**src/rtl/mul_div_unit.sv**
```systemverilog
// Multiply/divide unit: one-cycle multiply and a 32-step restoring divider, one operation in flight.
// Optional macro MULDIV_EARLY_OUT_EN: divides with |dividend| < |divisor| finish right after accept.
module mul_div_unit #(
    parameter int ROB_IDX_W = 5
) (
    input  logic                 clk,
    input  logic                 rst_n,
    input  logic                 flush,
    input  logic                 in_valid,
    output logic                 in_ready,
    input  logic [2:0]           in_multop,
    input  logic [31:0]          in_a,
    input  logic [31:0]          in_b,
    input  logic [ROB_IDX_W-1:0] in_rob_idx,
    input  logic [4:0]           in_rd_addr,
    output logic                 out_valid,
    output logic [31:0]          out_data,
    output logic [ROB_IDX_W-1:0] out_rob_idx,
    output logic [4:0]           out_rd_addr,
    input  logic                 out_ready
);
    typedef enum logic [1:0] {IDLE, MUL, DIV, DONE} state_t;

    localparam logic [2:0] OP_MUL    = 3'd0;
    localparam logic [2:0] OP_MULH   = 3'd1;
    localparam logic [2:0] OP_MULHSU = 3'd2;

    state_t               state;
    logic [4:0]           cnt;
    logic [2:0]           op_q;
    logic [31:0]          a_q;
    logic [31:0]          b_q;
    logic [31:0]          rem_q;
    logic                 neg_quo_q;
    logic                 neg_rem_q;
    logic [ROB_IDX_W-1:0] rob_q;
    logic [4:0]           rd_q;

    function automatic logic [31:0] neg_if(input logic [31:0] v, input logic neg);
        return neg ? (~v + 32'd1) : v;
    endfunction

    assign in_ready = rst_n && (state == IDLE) && !flush;

    // Issue-side decode: magnitudes and the cases that skip iteration.
    logic        in_signed;
    logic        a_neg;
    logic        b_neg;
    logic [31:0] a_mag;
    logic [31:0] b_mag;
    logic        div_zero;
    logic        div_ovf;
    logic        div_short;
    logic [31:0] quick_res;

    always_comb begin
        in_signed = in_multop[2] & ~in_multop[0];
        a_neg     = in_signed & in_a[31];
        b_neg     = in_signed & in_b[31];
        a_mag     = neg_if(in_a, a_neg);
        b_mag     = neg_if(in_b, b_neg);
        div_zero  = (in_b == 32'd0);
        div_ovf   = in_signed && (in_a == 32'h8000_0000) && (in_b == 32'hFFFF_FFFF);
`ifdef MULDIV_EARLY_OUT_EN
        div_short = !div_zero && !div_ovf && (a_mag < b_mag);
`else
        div_short = 1'b0;
`endif
        if (div_zero)
            quick_res = in_multop[1] ? in_a : 32'hFFFF_FFFF;
        else if (div_ovf)
            quick_res = in_multop[1] ? 32'd0 : 32'h8000_0000;
        else
            quick_res = in_multop[1] ? in_a : 32'd0;
    end

    // Multiply: operands widened to 64 bits so one signed product serves all four variants.
    logic signed [63:0] mul_a;
    logic signed [63:0] mul_b;
    logic signed [63:0] prod;
    logic [31:0]        mul_res;

    always_comb begin
        mul_a   = (op_q == OP_MULH || op_q == OP_MULHSU) ? $signed({{32{a_q[31]}}, a_q})
                                                         : $signed({32'd0, a_q});
        mul_b   = (op_q == OP_MULH) ? $signed({{32{b_q[31]}}, b_q}) : $signed({32'd0, b_q});
        prod    = mul_a * mul_b;
        mul_res = (op_q == OP_MUL) ? prod[31:0] : prod[63:32];
    end

    // Restoring divide step: a_q shifts dividend bits out and quotient bits in.
    logic [32:0] shifted;
    logic        q_bit;
    logic [31:0] rem_nxt;
    logic [31:0] quo_nxt;
    logic [31:0] div_res;

    always_comb begin
        shifted = {rem_q, a_q[31]};
        q_bit   = (shifted >= {1'b0, b_q});
        rem_nxt = q_bit ? (shifted[31:0] - b_q) : shifted[31:0];
        quo_nxt = {a_q[30:0], q_bit};
        div_res = op_q[1] ? neg_if(rem_nxt, neg_rem_q) : neg_if(quo_nxt, neg_quo_q);
    end

    always_ff @(posedge clk or negedge rst_n) begin
        if (!rst_n) begin
            state       <= IDLE;
            cnt         <= 5'd0;
            op_q        <= 3'd0;
            a_q         <= 32'd0;
            b_q         <= 32'd0;
            rem_q       <= 32'd0;
            neg_quo_q   <= 1'b0;
            neg_rem_q   <= 1'b0;
            rob_q       <= '0;
            rd_q        <= 5'd0;
            out_valid   <= 1'b0;
            out_data    <= 32'd0;
            out_rob_idx <= '0;
            out_rd_addr <= 5'd0;
        end else if (flush) begin
            state       <= IDLE;
            cnt         <= 5'd0;
            out_valid   <= 1'b0;
            out_data    <= 32'd0;
            out_rob_idx <= '0;
            out_rd_addr <= 5'd0;
        end else begin
            case (state)
                IDLE: begin
                    if (in_valid) begin
                        op_q      <= in_multop;
                        rob_q     <= in_rob_idx;
                        rd_q      <= in_rd_addr;
                        cnt       <= 5'd0;
                        rem_q     <= 32'd0;
                        neg_quo_q <= a_neg ^ b_neg;
                        neg_rem_q <= a_neg;
                        if (!in_multop[2]) begin
                            a_q   <= in_a;
                            b_q   <= in_b;
                            state <= MUL;
                        end else begin
                            a_q <= a_mag;
                            b_q <= b_mag;
                            if (div_zero || div_ovf || div_short) begin
                                state       <= DONE;
                                out_valid   <= 1'b1;
                                out_data    <= quick_res;
                                out_rob_idx <= in_rob_idx;
                                out_rd_addr <= in_rd_addr;
                            end else begin
                                state <= DIV;
                            end
                        end
                    end
                end
                MUL: begin
                    state       <= DONE;
                    out_valid   <= 1'b1;
                    out_data    <= mul_res;
                    out_rob_idx <= rob_q;
                    out_rd_addr <= rd_q;
                end
                DIV: begin
                    rem_q <= rem_nxt;
                    a_q   <= quo_nxt;
                    cnt   <= cnt + 5'd1;
                    if (cnt == 5'd31) begin
                        state       <= DONE;
                        out_valid   <= 1'b1;
                        out_data    <= div_res;
                        out_rob_idx <= rob_q;
                        out_rd_addr <= rd_q;
                    end
                end
                DONE: begin
                    if (out_ready) begin
                        state       <= IDLE;
                        out_valid   <= 1'b0;
                        out_data    <= 32'd0;
                        out_rob_idx <= '0;
                        out_rd_addr <= 5'd0;
                    end
                end
                default: state <= IDLE;
            endcase
        end
    end

endmodule

```
**config.mk**
```make
export PLATFORM = sky130hd
export DESIGN_NAME = mul_div_unit
export DESIGN_NICKNAME = d
export VERILOG_FILES = /design/src/rtl/mul_div_unit.sv
export SDC_FILE = /design/constraint.sdc
export NUM_CORES = 2
export LEC_CHECK = 0
export ABC_AREA = 1
export CORE_MARGIN = 2
export CORE_UTILIZATION = 40
export DETAILED_ROUTE_END_ITERATION = 10
export SYNTH_ARGS = -nofsm -noshare
export SYNTH_HDL_FRONTEND = slang
export SYNTH_SLANG_ARGS = --single-unit
```
**constraint.sdc**
```tcl
create_clock -name clk -period 12.39 [get_ports clk]
set_input_delay 1.8585 -clock clk [delete_from_list [all_inputs] [get_ports clk]]
set_output_delay 1.8585 -clock clk [all_outputs]
set_load 0.05 [all_outputs]
```
==> impl_metrics.py <==
metrics = {
    "yosys": {
        "synth-edff-count": 0,
        "synth_top_area_frac": 0.448,
        "syn_area_sq_um": 63600,
        "synth_ff_type": "dfrtp_1",
        "syn_nets": 10081,
        "synth_mux_area_frac": 0.000157,
        "synth_seq_cells": 161,
        "synthArstFlopShare": 1.00,
        "synth_most_common_cell": "inv_1",
        "ys_warn_count": 0,
        "synthXorXnorAreaFrac": 0.0180,
        "yosysSeqAreaShare": 0.0634,
        "synth_top_family_by_area": "adder cells",
        "synth_compound_area_frac": 0.0608,
        "synth_common_cells": "2,391 x inv_1, 1,860 x nand2_1, 1,422 x fa_1, 392 x ha_1, 381 x nor2_1",
        "synth_area_leaders": "fa_1 45%, inv_1 14%, nand2_1 11%",
        "syn_inst": 8185,
        "synth_simple_gate_area_frac": 0.169,
        "synth_fa_ha_area_frac": 0.525,
        "synth.distinct_cells": 58,
        "avgSynthCellArea_sq_um": 7.77,
        "synth_largest_area_cell": "fa_1",
    },
    "routing": {
        "wl_um": 239000,
        "drt_iter0_drc": 4922,
        "drc": 0,
        "wl_per_cell_um": 23.4,
        "dr.pass1.iters": 6,
        "vias_per_cell": 5.21,
        "routed-via-count": 53250,
        "ant_nets": 0,
    },
    "grt": {
        "grt_pass1_vias": 56533,
        "grt_busiest_layer": "met2",
        "met1_usage": 0.402,
        "grtUsageTotal": 0.303,
        "grt_pass1_wl_um": 362000,
        "grt_util_met2": 0.492,
        "overflow": 0,
        "use_met3": 0.0571,
        "grt_max_degree": 59,
        "antenna_found_initial": 16,
    },
    "clock_tree": {
        "cts.repair.resized": 0,
        "htreeDepth": 4,
        "cts_tree": "built",
        "clk_pin_slew_ns": 0.09,
        "holdBufCountCts": 0,
        "postCtsSetupBuffers": 0,
        "clkLatencyLatePin_ns": 0.55,
        "clockRootBuffer": "clkbuf_16",
        "cts.sinks": 161,
        "cts_buffers": 17,
        "clockBufferDepth": 2,
    },
    "layout": {
        "postLayoutCellArea_sq_um": 67800,
        "area_growth_pct": 6.61,
        "finalNetCount": 10014,
        "drive_above_1_share": 0.0359,
        "final_util": 0.428,
    },
    "worst_setup_path": {
        "cp-end-kind": "flop",
        "cp_max_fo": 20,
        "arrival_ns": 12.23,
        "critical_path.top_delay_family": "adder cells",
        "worstSetupPathType": "reg2reg",
        "cpMostUsedCell": "inv_1",
        "cp-start-kind": "flop",
        "crit_required_ns": 12.88,
        "cpPeakStageDelay_ns": 1.01,
        "crit_slowest_cell": "dfrtp_1",
        "regToRegSetupSlack_ns": 0.66,
        "crit_buf_inv": 11,
    },
    "floorplanning": {
        "dieWidth_um": 403,
        "fp-row-count": 146,
        "io-pin-count": 126,
        "dieArea_sq_um": 162000,
        "design.core.area_sq_um": 158000,
        "initial_utilization": 0.402,
        "die_h_um": 403,
    },
    "timing": {
        "fin_crit_sh": 0.947,
        "clock_skew_ns": 0.0302,
        "hold_ws_ns": 0.488,
        "max_freq_ghz": 0.0852,
        "final.min_clock_period_ns": 11.73,
        "finalSetupViolCount": 0,
        "worst_slew_pin_slew_ns": 1.18,
        "final_hold_viol_count": 0,
        "rsz0062_at_grt": "false",
        "finalSetupTns_ns": 0,
        "max-slew-margin-rel": 0.208,
        "slew_viol_final": 0,
    },
    "job": {
        "maxCapViolCount": 0,
    },
    "min_path": {
        "min_path_type": "reg2reg",
    },
    "run_status": {
        "status": "complete, no violations",
    },
    "placement": {
        "dpl_cell_area_sq_um": 67100,
        "gp_congestion": 1.04,
        "portBuffers": 125,
        "dpl.hpwl_um": 205000,
    },
}
==> worst paths after layout <==
| check | cells past startpoint | end | start |
|---|---|---|---|
| worst max-delay path | 37 | out_data[16] | b_q[31] |
| worst min-delay path | 2 | out_data[13] | out_data[13] |
| worst max register to register | 37 | out_data[16] | b_q[31] |
| worst min register to register | 2 | out_data[13] | out_data[13] |
| max in group asynchronous | 3 | out_data[27] | rst_n |
| min in group asynchronous | 1 | rob_q[4] | rst_n |
==> sequential cells by signal (all words and copies together) (netlist names) <==
signal and count:
a_q 32, b_q 32, out_data 32, rem_q 32
cnt 5, out_rd_addr 5, out_rob_idx 5, rd_q 5
rob_q 5, op_q 3, state 2, neg_quo_q 1
neg_rem_q 1, out_valid 1
==> through the flow <==
stage	setup slack, ns	std cells
floorplan	3.36	8185
global placement	0.844	10171
detailed placement	0.859	10171
CTS	0.826	10203
global route	0.270	10203
finish	0.656	10211
==> layout make-up <==
type | instances | area, sq um
Fill cell | 16216 | 90400
Multi-Input combinational cell | 5267 | 49200
Inverter | 2405 | 9030
Sequential cell | 161 | 4040
Tap cell | 2072 | 2590
Timing Repair Buffer | 266 | 2320
Clock buffer | 17 | 425
Clock inverter | 15 | 199
Antenna cell | 8 | 20.0
==> layer usage <==
layer	routed length, um	vias to the layer above
met2	111000	2342
li1	-	23401
met5	65	-
met3	20200	441
met4	10300	12
met1	98200	27054
==> cells by family after synthesis <==
family / Yosys count
XOR/XNOR: 129
AO/OA/AOI/OAI: 682
buffers and inverters: 2757
AND/OR/NAND/NOR: 2641
flip-flops: 161
multiplexers: 1
adder cells (fa/ha/maj): 1814
==> layout by cell type, fill, tap and decap left out, types with 22 or more instances in the layout <==
cell,netlist,routed
clkdlybuf4s50_1,0,124
nand3_1,194,194
nand4_1,42,42
o21ai_0,281,281
fa_1,1422,1422
inv_1,2391,2389
nor3_1,65,65
dfrtp_1,161,156
nand2_2,22,22
xor2_1,71,71
nor2_1,381,378
ha_1,392,392
a31oi_1,30,30
nand2_1,1860,1860
buf_4,0,140
xnor2_1,57,57
a21oi_1,218,217
==> worst min-delay path: cells and delay by family (launching register included) <==
kind | cells | cell delay (ns)
flip-flops | 1 | 0.35
AND/OR/NAND/NOR | 2 | 0.11
Power is not shown: default switching activity piles up to over one toggle a cycle in this logic, so the estimate is an artifact.
